==> src/rtl/pin_entry_collector.sv <==
// Keypad front end: collects BCD digits into a binary PIN word and offers it
// to the gate controller over a valid/ready handshake.
module pin_entry_collector #(
    parameter int unsigned NUM_DIGITS     = 2,
    parameter int unsigned PIN_W          = 8,
    parameter int unsigned TIMEOUT_CYCLES = 1000,
    parameter int unsigned TO_W           = 10
) (
    input  logic             clock,
    input  logic             reset,
    input  logic             key_valid,
    input  logic [3:0]       key_digit,
    input  logic             key_enter,
    input  logic             key_clear,
    input  logic             pin_ready,
    output logic [PIN_W-1:0] pin_value,
    output logic             pin_valid,
    output logic [2:0]       digit_cnt,
    output logic             entry_err
);

    localparam int unsigned MAC_W = PIN_W + 4;

    typedef enum logic [1:0] {
        IDLE    = 2'd0,
        COLLECT = 2'd1,
        FULL    = 2'd2,
        PRESENT = 2'd3
    } state_e;

    state_e           state_q, state_d;
    logic [PIN_W-1:0] acc_q, acc_d;
    logic [2:0]       cnt_q, cnt_d;
    logic [TO_W-1:0]  timer_q, timer_d;
    logic [PIN_W-1:0] pin_value_q, pin_value_d;
    logic             pin_valid_q, pin_valid_d;
    logic             err_q, err_d;

    logic             key_any;
    logic             digit_ok;
    logic [2:0]       cnt_inc;
    logic             reach_full;
    logic [MAC_W-1:0] mac;

    assign key_any    = key_valid | key_enter | key_clear;
    assign digit_ok   = (key_digit <= 4'd9);
    assign cnt_inc    = cnt_q + 3'd1;
    assign reach_full = (cnt_inc == 3'(NUM_DIGITS));
    // acc*10 + digit in a wider word, truncated to PIN_W below
    assign mac        = {4'b0000, acc_q} * MAC_W'(10) + MAC_W'(key_digit);

    always_ff @(posedge clock or posedge reset) begin
        if (reset) begin
            state_q     <= IDLE;
            acc_q       <= '0;
            cnt_q       <= '0;
            timer_q     <= '0;
            pin_value_q <= '0;
            pin_valid_q <= 1'b0;
            err_q       <= 1'b0;
        end else begin
            state_q     <= state_d;
            acc_q       <= acc_d;
            cnt_q       <= cnt_d;
            timer_q     <= timer_d;
            pin_value_q <= pin_value_d;
            pin_valid_q <= pin_valid_d;
            err_q       <= err_d;
        end
    end

    always_comb begin
        state_d     = state_q;
        acc_d       = acc_q;
        cnt_d       = cnt_q;
        timer_d     = '0;
        pin_value_d = pin_value_q;
        pin_valid_d = pin_valid_q;
        err_d       = 1'b0;

        case (state_q)
            IDLE: begin
                if (key_clear) begin
                    state_d = IDLE;
                end else if (key_enter) begin
                    err_d = 1'b1;
                end else if (key_valid) begin
                    if (digit_ok) begin
                        acc_d   = mac[PIN_W-1:0];
                        cnt_d   = cnt_inc;
                        state_d = reach_full ? FULL : COLLECT;
                    end else begin
                        err_d = 1'b1;
                    end
                end
            end

            COLLECT, FULL: begin
                // any key strobe restarts the idle window
                timer_d = key_any ? '0 : timer_q + TO_W'(1);
                if (key_clear) begin
                    acc_d   = '0;
                    cnt_d   = '0;
                    state_d = IDLE;
                end else if (key_enter) begin
                    if (state_q == FULL) begin
                        pin_value_d = acc_q;
                        pin_valid_d = 1'b1;
                        state_d     = PRESENT;
                    end else begin
                        err_d   = 1'b1;
                        acc_d   = '0;
                        cnt_d   = '0;
                        state_d = IDLE;
                    end
                end else if (key_valid) begin
                    if (!digit_ok) begin
                        err_d = 1'b1;
                    end else if (state_q == COLLECT) begin
                        acc_d   = mac[PIN_W-1:0];
                        cnt_d   = cnt_inc;
                        state_d = reach_full ? FULL : COLLECT;
                    end
                end else if (timer_q == TO_W'(TIMEOUT_CYCLES - 1)) begin
                    err_d   = 1'b1;
                    acc_d   = '0;
                    cnt_d   = '0;
                    state_d = IDLE;
                end
            end

            PRESENT: begin
                // transfer and withdraw leave the same clean state behind
                if (pin_ready || key_clear) begin
                    pin_valid_d = 1'b0;
                    acc_d       = '0;
                    cnt_d       = '0;
                    state_d     = IDLE;
                end
            end

            default: begin
                state_d = IDLE;
            end
        endcase

        if (state_d == IDLE || state_d == PRESENT) begin
            timer_d = '0;
        end
    end

    assign pin_value = pin_value_q;
    assign pin_valid = pin_valid_q;
    assign digit_cnt = cnt_q;
    assign entry_err = err_q;

endmodule

==> config.mk <==
export PLATFORM = sky130hd
export DESIGN_NAME = pin_entry_collector
export DESIGN_NICKNAME = d
export VERILOG_FILES = /design/src/rtl/pin_entry_collector.sv
export SDC_FILE = /design/constraint.sdc
export NUM_CORES = 1
export LEC_CHECK = 0
export BUFFER_PORTS_ARGS = -buffer_cell sky130_fd_sc_hd__buf_2
export CAP_MARGIN = 15
export CORE_UTILIZATION = 25
export CTS_CLUSTER_DIAMETER = 200
export DETAILED_ROUTE_END_ITERATION = 8
export PLACE_DENSITY = 0.47
export RECOVER_POWER = 50
export SLEW_MARGIN = 40
export SYNTH_ARGS = -nofsm -noshare
export SYNTH_HDL_FRONTEND = slang
export SYNTH_SLANG_ARGS = --single-unit
==> constraint.sdc <==
create_clock -name clock -period 4.6 [get_ports clock]
set_input_delay 0.92 -clock clock [delete_from_list [all_inputs] [get_ports clock]]
set_output_delay 0.92 -clock clock [all_outputs]
set_load 0.05 [all_outputs]
==> summary by stage, run 1 <==
Run status
The flow ran to the end, but the final reports show violations. The final reports fail on max-capacitance violations, max-slew violations.

Yosys
The part of the Yosys area used for sequential elements is 38.9%. The share of flip-flops with an asynchronous set or reset is 100%. After Yosys synthesis, full adders, half adders and majority gates account for 13.7% of the synthesized area. During synthesis, Yosys emitted a total of 0 warnings. The synthesized design contains 0 enable-type register cells.

The post-synthesis instance total is 213. Summing the areas of all compound-gate instances in the mapped netlist gives 13.2% of the synthesized area. The post-synthesis average cell area is 9.96 µm². The net count of the mapped netlist is 245.

The count of different cell masters after synthesis is 40. The synthesized area is 0.00212 mm². In this run, synthesis produced a sequential element count of 33. The synthesized netlist devotes 17.1% of its cell area to simple gates. The post-synthesis mux area share is 3.66%. The dominant register cell in the synthesized netlist is dfrtp_1. Summing the areas of all xor and xnor instances in the mapped netlist gives 8.73% of the synthesized area. The dominant combinational cell family by area after synthesis is simple AND/OR/NAND/NOR gates.

Worst setup path
The maximum net fanout on the critical path is 19. The type of destination of the critical path is a flop. The worst endpoint data arrival time is 2.77 ns. At the worst endpoint, the required time is 4.77 ns.

The kind of launch point of the worst setup path is a flop. The setup path with the least slack is of type flop to flop.

STA
The max-slew violation count came to 34. The final sum of negative setup slack is 0 ns. The number of hold violations in the final report is 0. The highest achievable clock rate is 385 MHz. The shortest period the worst path allows is 2.59 ns. Across the routed clock network, the largest skew measured is 0.00782 ns. Setup repair after global routing left no endpoint under its margin. The slew at the pin closest to its max-slew limit is 1.81 ns. Dividing the final minimum period by the clock period gives 56.4%.

Setup violations remaining at the end of the flow were counted as 0. The worst slew margin relative to its limit is -20.8%.

CTS
The CTS tree is built. The total CTS buffers is 5. The root buffer cell chosen for the clock tree is clkbuf_8.

In this run the number of H-tree levels came out at 2. In this run the post-CTS setup repair buffer count came out at 0. The clock latency of the later-clocked register in the worst-skew pair is 0.28 ns. Clock tree synthesis found a total of 33 sinks. The clock transition at the register clock pins on the worst setup and hold paths after CTS is 0.07 ns. The maximum buffer depth of the clock tree is 2.

The quantity of gates resized following cts is 0. The number of buffers inserted for hold repair after clock tree synthesis is 0.

Place
Buffers placed on the I/O ports in this run total 22. The HPWL after detailed placement is 3320 µm. The congestion estimate from routability-driven global placement came to 0.863. The placed instances occupy a cell area of 0.00234 mm².

Layout
Relative to the synthesized area, the layout overhead comes to 13.7%. The fraction of layout instances using a drive strength above 1 is 16.9%. The number of nets in the layout is 268. The library cells used most frequently in the layout, excluding fill and tap cells, are 33 x dfrtp_1, 20 x ha_1, 18 x inv_1. The most common cell after layout, fill and taps aside is dfrtp_1. The final instance area is 0.00241 mm². The number of diodes is 0.

Detailed routing
The initial detailed-routing violation count is 78. Dividing the detail-routed wire length by the instance count gives 13.2 µm. The iteration count of the initial detailed-routing pass is 4.

The routed design has 4530 µm of wire. In the routed design, unresolved DRC markers number 0. The detailed router placed 1,582 vias in this run.

Dividing the detail-routed via count by the number of cells gives 4.63. The count of antenna-violating nets left after detailed routing is 0.

Run
The number of max-cap violations is 1.

Die
The floorplan has 33 rows. The die covers 0.00886 mm². The area of the core region is 0.00822 mm².

In this run the horizontal extent of the chip is 94.1 µm. Once the floorplan was initialized, standard cells occupied 25.8% of the core. The die is 94.1 µm tall. During I/O placement, the number of pins put on the boundary was 23.

Global routing
The global-route track usage on met3 is 2.91%. The total overflow left after global routing is 0. The met1 demand-to-capacity share in global routing is 15.2%. The number of antenna violations at the first check in global routing is 0.

Global routing used 17.8% of the available met2 tracks. Entering global routing, the biggest net connects 34 pins. The number of global-route vias before repair is 1,556. Global routing consumed, over all layers together, 11.3% of the routing resources. The first global-routing pass estimated 7660 µm of wire. The busiest metal layer after global routing is met2.

Power
Across the VDD grid, the largest voltage drop is 0.277 mV. Summed over all cells, the static leakage comes to 1.05 nW. In this run the power density over the cells is 633 mW/mm².

Worst hold path
The worst min-delay path category is flop to flop.
==> Yosys cell counts (3+ instances only) <==
cell type / count / area share (%)
a21oi_1: 8 / 1.9
buf_2: 4 / 0.94
ha_1: 20 / 12
o211ai_1: 3 / 1.1
nand2b_1: 3 / 0.89
a21o_1: 4 / 1.4
nor3b_1: 4 / 1.4
nor2_1: 7 / 1.2
mux2_2: 6 / 3.2
nor2b_1: 5 / 1.5
dfrtp_1: 33 / 39
xor2_1: 6 / 2.5
inv_1: 18 / 3.2
nand3b_1: 3 / 1.1
nor3_1: 8 / 1.9
o21ai_0: 17 / 4.0
clkbuf_1: 3 / 0.53
nand3_1: 12 / 2.8
nand2_1: 13 / 2.3
xnor2_1: 12 / 5.0
==> final timing paths <==
check / start / endpoint / slack (ns) / depth (start not counted)
min: timer_q[0]$_DFF_PP0_ / timer_q[0]$_DFF_PP0_ / 0.48 / 1
min in group asynchronous: reset / pin_value[2]$_DFFE_PP0P_ / 1.27 / 3
max in group asynchronous: reset / state_q[1]$_DFF_PP0_ / 2.28 / 3
max reg2reg: state_q[0]$_DFF_PP0_ / acc_q[2]$_DFFE_PP0P_ / 2.01 / 6
max: state_q[0]$_DFF_PP0_ / acc_q[2]$_DFFE_PP0P_ / 2.01 / 6
min reg2reg: timer_q[0]$_DFF_PP0_ / timer_q[0]$_DFF_PP0_ / 0.48 / 1
==> metal layers <==
layer / wire [µm] / vias up
li1: - / 787
met1: 2300 / 749
met2: 1990 / 40
met3: 190 / 6
met4: 48 / 0
met5: 0 / -
==> through the flow <==
| stage | hold slack (ns) | setup slack, ns | utilization, % | power [mW] | instances |
|---|---|---|---|---|---|
| global placement | 0.466 | 1.86 | 28.5 | 1.34 | 334 |
| finish | 0.478 | 2.01 | 29.3 | 1.53 | 342 |
| floorplan | 0.443 | 2.28 | - | 1.15 | 213 |
| detailed placement | 0.469 | 1.87 | 28.5 | 1.33 | 334 |
| global route | 0.502 | 1.85 | 29.3 | 1.67 | 342 |
| CTS | 0.479 | 2.04 | 29.5 | 1.55 | 342 |
==> registers in the layout (all words and copies together) (netlist names) <==
register and flops:
entry_err 1, acc_q 8, pin_value 8, state_q 2, timer_q 10, pin_valid 1, digit_cnt 3
==> critical path: stages, from the launching register on <==
cell and delay (ns):
dfrtp_1 0.50, inv_1 0.19, ha_1 0.40, nor2b_1 0.19
nand2_1 0.33, o221a_2 0.50, mux2_2 0.38
==> final cells by class <==
cell class | count | area (µm²)
Sequential cell | 33 | 826
Inverter | 18 | 67.6
Fill cell | 874 | 5810
Timing Repair Buffer | 23 | 108
Clock inverter | 2 | 10.0
Tap cell | 105 | 131
Clock buffer | 6 | 72.6
Multi-Input combinational cell | 155 | 1200
==> where the power goes <==
part | leakage [nW] | total (mW) | internal (mW) | switching (mW)
combinational | 0.571 | 0.858 | 0.321 | 0.537
sequential | 0.432 | 0.458 | 0.378 | 0.0800
clock | 0.0450 | 0.210 | 0.105 | 0.106
==> cells by family (layout without fill, tap and decap cells) <==
kind of cell | after synthesis | in the layout
fa+ha+maj | 22 | 22
compound gates | 43 | 43
mux | 7 | 7
simple gates | 64 | 64
xor+xnor | 19 | 19
flops | 33 | 33
buf+inv | 25 | 49
Power figures use the tool's default switching activity.
==> run 2, diff against run 1 <==
==> constraint.sdc (replaced) <==
create_clock -name clock -period 2.45 [get_ports clock]
set_input_delay 0.49 -clock clock [delete_from_list [all_inputs] [get_ports clock]]
set_output_delay 0.49 -clock clock [all_outputs]
set_load 0.05 [all_outputs]
==> summary by stage, run 2 (same netlist as run 1, synthesis figures left out) <==
Layout
The number of nets in the layout is 270 (was 268). The final design utilization came to 29.6% (was 29.3%). The number of filler cells placed in the layout is 877 (was 874). The signed area change from the synthesized netlist to the final layout was 14.8% (was 13.7%). Leading cell types in the layout, fill and taps excluded: 33 x dfrtp_1, 20 x ha_1, 18 x inv_1 (unchanged). The footprint of the flip-flops and latches is 826 µm² (unchanged). The most common cell after layout, fill and taps aside is dfrtp_1 (unchanged).

The area of the multi-input gates came to 0.00120 mm² (about the same). The flip-flop count of the largest register after layout is 10 (unchanged). The fraction of layout instances using a drive strength above 1 is 18.4% (was 16.9%). The number of diodes was 0 (unchanged). The register with the highest flop count is timer_q (unchanged). The final instance area is 0.00243 mm² (was 0.00241 mm²).

Global routing
The global-route wire length before repair is 7580 µm (was 7660 µm). The total global-route track usage is 11.1% (was 11.3%). The number of global-route vias before repair is 1,554 (was 1,556). The number of antenna violations at the first check in global routing was 0 (unchanged). The pin count of the biggest net entering global routing was 34 (unchanged). The sum of overflow across all layers after global routing is 0 (unchanged).

CTS
The sink count of the clock tree is 33 (unchanged). The buffers inserted during post-CTS setup optimization came to 0 (unchanged). The CTS tree is built (unchanged). The maximum buffer depth of the clock tree is 2 (unchanged). The clock latency of the later-clocked register in the worst-skew pair is 0.28 ns (about the same). The clock tree root driver cell is clkbuf_8 (unchanged). The H-tree level count is 2 (unchanged).

The clock transition at the register clock pins on the worst setup and hold paths after CTS is 0.07 ns (about the same). The total CTS buffers is 5 (unchanged). The number of buffers inserted for hold repair after clock tree synthesis is 0 (unchanged).

Detailed routing
The count of antenna-violating nets left after detailed routing is 0 (unchanged). The vias after detailed routing was 1,589 (was 1,582). The DRC violations left came to 0 (unchanged).

The routed via count divided by cell count is 4.62 (was 4.63). The initial detailed-routing violation count was 189 (was 78). The aggregate routed wire length was 4470 µm (was 4530 µm).

The average routed wire per standard cell is 13.0 µm (was 13.2 µm). The iteration count of the initial detailed-routing pass is 4 (unchanged).

STA
Unrepaired setup endpoints after global routing: false (unchanged). The max-slew violation count is 0 (was 34). The total setup violations reported at the end of the flow came to 0 (unchanged). The slew at the pin closest to its max-slew limit came to 0.861 ns (was 1.81 ns). The hold slack came to 0.435 ns (was 0.478 ns).

The worst slew margin relative to its limit is 42.6% (was -20.8%). The highest achievable clock rate is 439 MHz (was 385 MHz). The number of hold violations in the final report came to 0 (unchanged). The part of the cycle the worst path needs came to 93.0% (was 56.4%).

The final setup slack of the worst path is 0.172 ns (was 2.01 ns). The worst clock skew on the final layout is 0.00471 ns (was 0.00782 ns). The shortest period the worst path allows is 2.28 ns (was 2.59 ns).

The final sum of negative setup slack is 0 ns (unchanged).

Worst setup path
The number of cells on the worst reg-to-reg path is 6 (unchanged). The worst endpoint data arrival time is 2.45 ns (was 2.77 ns). Critical path, cell by cell: inv_1 -> ha_1 -> nor2b_1 -> nand2_1 -> o221a_2 -> mux2_2 (unchanged). The maximum net fanout on the critical path is 19 (unchanged). The type of destination of the critical path is a flop (unchanged). The startpoint of the worst setup timing path is state_q[1]$_DFF_PP0_ (was state_q[0]$_DFF_PP0_). The highest-delay cell along the critical path is dfrtp_1 (unchanged). The destination of the worst register-to-register timing path is acc_q[2]$_DFFE_PP0P_ (unchanged).

The number of buffers and inverters on the critical path was 1 (unchanged). The maximum single-stage delay on the critical path was 0.50 ns (about the same). The kind of launch point of the worst setup path is a flop (unchanged). The required time of the critical path is 2.62 ns (was 4.77 ns). The critical setup path kind is flop to flop (unchanged). The register-to-register path setup slack came to 0.17 ns (was 2.01 ns). The startpoint of the most critical register-to-register path was state_q[1]$_DFF_PP0_ (was state_q[0]$_DFF_PP0_). The family with the most delay on the worst path was flip-flops (was simple AND/OR/NAND/NOR gates).

Die
The number of I/O pins is 23 (unchanged). The starting utilization of the core area is 25.8% (unchanged). The area of the core region is 0.00822 mm² (unchanged). The die area is 0.00886 mm² (unchanged). The die height is 94.1 µm (unchanged). The cell row count is 33 (unchanged). The chip width was 94.1 µm (unchanged).

Place
The placed cell area is 0.00235 mm² (was 0.00234 mm²). The last weighted congestion value of the routability-driven placer came to 0.829 (was 0.863). The post-DP HPWL is 3250 µm (was 3320 µm). The worst slack at placement came to 0.155 ns (was 1.87 ns). The number of buffers inserted by port buffering is 22 (unchanged).

Power
The areal power density over the cells is 1180 mW/mm² (was 633 mW/mm²). The worst vdd rail ir drop is 0.490 mV (was 0.277 mV). The leakage power total is 1.06 nW (was 1.05 nW).

Worst hold path
The start point of the worst min-delay path is key_digit[0] (was timer_q[0]$_DFF_PP0_). The worst min-delay path category was input port to flop (was flop to flop). The worst hold path cell count was 3 (was 1). The endpoint of the worst hold path is acc_q[0]$_DFFE_PP0P_ (was timer_q[0]$_DFF_PP0_).

Run
The number of max-cap violations is 0 (was 1).

Run status
Status: finished clean (was finished with violations).
-- run 2: timing repair --
action,4_1_cts,5_1_grt
endpoints found under the hold margin,0,0
endpoints found under the setup margin,0,6
gates resized for setup,0,1
-- run 2: per-layer routing --
metal | routed length (µm) | vias up | track usage, %
li1 | - | 792 | -
met1 | 2200 | 740 | 15.1
met2 | 2030 | 46 | 17.2
met3 | 185 | 11 | 2.27
met4 | 53 | 0 | 4.10
met5 | 0 | - | 0
-- run 2: worst register-to-register path: stages, from the launching register on --
cell     delay (ns)
dfrtp_1        0.50
inv_1          0.15
ha_1           0.39
nor2b_1        0.29
nand2_1        0.12
o221a_2        0.40
mux2_2         0.32
-- run 2: worst max-delay path by stage --
stage,end,slack (ns),cells past startpoint
global route,acc_q[7]$_DFFE_PP0P_,0.05,7
CTS,timer_q[5]$_DFF_PP0_,0.14,7
global placement,timer_q[5]$_DFF_PP0_,0.23,7
floorplan,timer_q[2]$_DFF_PP0_,0.16,7
detailed placement,timer_q[5]$_DFF_PP0_,0.15,7
finish,acc_q[2]$_DFFE_PP0P_,0.17,6
-- run 2: stage by stage --
step | power (mW) | instances
after floorplan | 2.16 | 213
after global placement | 2.49 | 336
after detailed placement | 2.50 | 336
after CTS | 2.93 | 344
after global routing | 3.12 | 344
final | 2.87 | 344
-- run 2: where the power goes --
group / switching (mW) / total, mW / leakage, nW / internal [mW]
Combinational: 1.01 / 1.61 / 0.580 / 0.603
Clock: 0.214 / 0.410 / 0.0439 / 0.196
Sequential: 0.141 / 0.850 / 0.432 / 0.709
Total: 1.36 / 2.87 / 1.06 / 1.51
-- run 2: layout make-up --
class / instances / area share (%)
clock buffers: 5 / 2.83
clock inverters: 3 / 0.719
inverters: 18 / 2.77
multi-input cells: 155 / 49.3
flip-flops and latches: 33 / 33.9
well taps: 105 / 5.40
repair buffers: 25 / 5.04
==> run 3, diff against run 2 <==
==> constraint.sdc (replaced) <==
create_clock -name clock -period 2.45 [get_ports clock]
set_input_delay 0.1225 -clock clock [delete_from_list [all_inputs] [get_ports clock]]
set_output_delay 0.1225 -clock clock [all_outputs]
set_load 0.05 [all_outputs]
==> summary by stage, run 3 (same netlist as run 1, synthesis figures left out) <==
Run status
Status: finished clean (unchanged).

Power
The clock group share of total power came to 20.1% (was 14.3%). The switching power as a share of total power is 44.4% (was 47.4%). The internal power of the cells is 1.72 mW (was 1.51 mW). The fraction of power consumed by combinational cells was 52.7% (was 56.1%). The areal power density over the cells came to 1240 mW/mm² (was 1180 mW/mm²). The worst vdd rail ir drop is 0.447 mV (was 0.490 mV). The total net switching power is 1.37 mW (was 1.36 mW). The sequential fraction of design power is 27.2% (was 29.6%). The leakage power total is 1.06 nW (about the same).

CTS
The H-tree level count is 2 (unchanged). The CTS tree was built (unchanged). The clock transition at the register clock pins on the worst setup and hold paths after CTS was 0.08 ns (was 0.07 ns). The maximum buffer depth of the clock tree came to 2 (unchanged).

The clock tree root driver cell is clkbuf_8 (unchanged). The total CTS buffers is 5 (unchanged). The clock latency of the later-clocked register in the worst-skew pair is 0.29 ns (was 0.28 ns). The sink count of the clock tree came to 33 (unchanged).

Worst setup path
The required time of the critical path is 2.65 ns (was 2.62 ns). The highest-delay cell along the critical path is dfrtp_1 (unchanged). The maximum single-stage delay on the critical path came to 0.45 ns (was 0.50 ns). The kind of launch point of the worst setup path is a flop (unchanged). The type of destination of the critical path is a flop (unchanged). The destination of the worst register-to-register timing path is timer_q[3]$_DFF_PP0_ (was acc_q[2]$_DFFE_PP0P_). The critical setup path kind is flop to flop (unchanged).

The register-to-register path setup slack is 0.21 ns (was 0.17 ns). The maximum net fanout on the critical path is 10 (was 19). Critical path, cell by cell: inv_1 -> ha_1 -> nor2b_2 -> nor3b_1 -> a32o_2 -> xnor2_4 -> nor3_1 (was inv_1 -> ha_1 -> nor2b_1 -> nand2_1 -> o221a_2 -> mux2_2). The worst endpoint data arrival time is 2.44 ns (was 2.45 ns). The number of cells on the worst reg-to-reg path is 7 (was 6). The startpoint of the most critical register-to-register path is state_q[0]$_DFF_PP0_ (was state_q[1]$_DFF_PP0_).

Layout
The register with the highest flop count is timer_q (unchanged). The most common cell after layout, fill and taps aside is dfrtp_1 (unchanged). The number of diodes was 0 (unchanged). The footprint of the flip-flops and latches is 826 µm² (unchanged).

The area of the multi-input gates was 0.00120 mm² (about the same). The signed area change from the synthesized netlist to the final layout is 17.3% (was 14.8%). Leading cell types in the layout, fill and taps excluded: 33 x dfrtp_1, 20 x ha_1, 18 x inv_1 (unchanged). The number of filler cells placed in the layout is 851 (was 877).

The final instance area is 0.00249 mm² (was 0.00243 mm²). The number of nets in the layout is 272 (was 270). The flip-flop count of the largest register after layout is 10 (unchanged).

The fraction of layout instances using a drive strength above 1 is 15.4% (was 18.4%).

STA
The number of hold violations in the final report was 0 (unchanged). The part of the cycle the worst path needs is 91.5% (was 93.0%). The worst slew margin relative to its limit is 13.4% (was 42.6%).

The shortest period the worst path allows is 2.24 ns (was 2.28 ns). The slew at the pin closest to its max-slew limit is 1.30 ns (was 0.861 ns). The final sum of negative setup slack came to 0 ns (unchanged). The worst clock skew on the final layout came to 0.00780 ns (was 0.00471 ns). The max-slew violation count is 0 (unchanged). Unrepaired setup endpoints after global routing: false (unchanged). The highest achievable clock rate is 446 MHz (was 439 MHz).

The total setup violations reported at the end of the flow was 0 (unchanged).

Place
The number of buffers inserted by port buffering is 22 (unchanged). The placed cell area was 0.00236 mm² (was 0.00235 mm²). The post-DP HPWL is 3420 µm (was 3250 µm). The last weighted congestion value of the routability-driven placer is 0.775 (was 0.829).

Global routing
The pin count of the biggest net entering global routing was 24 (was 34). The sum of overflow across all layers after global routing is 0 (unchanged). The number of global-route vias before repair came to 1,607 (was 1,554). The global-route wire length before repair came to 7720 µm (was 7580 µm). The number of antenna violations at the first check in global routing is 0 (unchanged).

The total global-route track usage is 11.4% (was 11.1%).

Detailed routing
The iteration count of the initial detailed-routing pass is 4 (unchanged). The DRC violations left is 0 (unchanged). The aggregate routed wire length is 4570 µm (was 4470 µm). The count of antenna-violating nets left after detailed routing came to 0 (unchanged). The routed via count divided by cell count is 4.55 (was 4.62). The vias after detailed routing was 1,573 (was 1,589).

The initial detailed-routing violation count is 46 (was 189). The average routed wire per standard cell was 13.2 µm (was 13.0 µm).

Die
The number of I/O pins came to 23 (unchanged). The starting utilization of the core area came to 25.8% (unchanged). The area of the core region came to 0.00822 mm² (unchanged). The cell row count is 33 (unchanged). The die area was 0.00886 mm² (unchanged). The die height came to 94.1 µm (unchanged).

The chip width came to 94.1 µm (unchanged).

Worst hold path
The start point of the worst min-delay path is key_digit[0] (unchanged). The worst min-delay path category is input port to flop (unchanged). The worst hold path cell count is 3 (unchanged). The endpoint of the worst hold path is acc_q[0]$_DFFE_PP0P_ (unchanged).

Run
The number of max-cap violations is 0 (unchanged).
==> run 3: through the flow <==
stage | setup WS [ns] | utilization [%] | total power [mW] | std cells | hold WS, ns
floorplan | 0.156 | - | 2.16 | 213 | 0.207
global placement | 0.279 | 28.7 | 2.50 | 337 | 0.151
detailed placement | 0.183 | 28.7 | 2.52 | 337 | 0.152
CTS | 0.150 | 30.5 | 3.15 | 346 | 0.0752
global route | 0.0670 | 30.3 | 3.34 | 346 | 0.0739
finish | 0.209 | 30.3 | 3.08 | 346 | 0.0753
==> run 3: routing by layer <==
layer | wire length, µm | track usage [%]
met1 | 2150 | 14.3
met2 | 2210 | 18.8
met3 | 165 | 3.07
met4 | 51 | 3.46
met5 | 0 | 0
==> run 3: layout make-up <==
type / instances / area share (%)
Clock buffer: 5 / 2.77
Inverter: 18 / 2.72
Tap cell: 105 / 5.28
Clock inverter: 3 / 2.62
Multi-Input combinational cell: 155 / 48.2
Timing Repair Buffer: 27 / 5.23
Sequential cell: 33 / 33.2
==> run 3: how the worst max path moves through the flow <==
stage | to | slack [ns] | depth (start not counted) | from
CTS | timer_q[3]$_DFF_PP0_ | 0.15 | 7 | state_q[0]$_DFF_PP0_
global route | timer_q[4]$_DFF_PP0_ | 0.07 | 7 | state_q[0]$_DFF_PP0_
global placement | timer_q[5]$_DFF_PP0_ | 0.28 | 7 | state_q[0]$_DFF_PP0_
detailed placement | timer_q[3]$_DFF_PP0_ | 0.18 | 7 | state_q[0]$_DFF_PP0_
floorplan | timer_q[2]$_DFF_PP0_ | 0.16 | 7 | digit_cnt[0]$_DFFE_PP0P_
finish | timer_q[3]$_DFF_PP0_ | 0.21 | 7 | state_q[0]$_DFF_PP0_
==> run 3: worst max-delay path: cells and delay by family, from the launching register on <==
kind,cells,cell delay (ns)
adders and majority gates,1,0.40
and+or+nand+nor,3,0.70
xor gates and xnor gates,1,0.15
DFF,1,0.45
buffers and inverters,1,0.16
AOI/OAI and AO/OA,1,0.29
==> run 3: power groups by stage <==
stage | combinational, mW | clock, mW | sequential (mW)
after global routing | 1.82 | 0.657 | 0.864
after global placement | 1.65 | 0 | 0.852
after detailed placement | 1.67 | 0 | 0.855
final | 1.62 | 0.621 | 0.840
after CTS | 1.68 | 0.631 | 0.846
after floorplan | 1.02 | 0 | 1.14
==> run 3: what timing repair did <==
item / 4_1_cts / 5_1_grt
endpoints found under the setup margin: 0 / 2
setup buffers: 0 / 0
hold endpoints to repair: 10 / 0
hold buffers: 1 / 0
resized for setup: 0 / 1
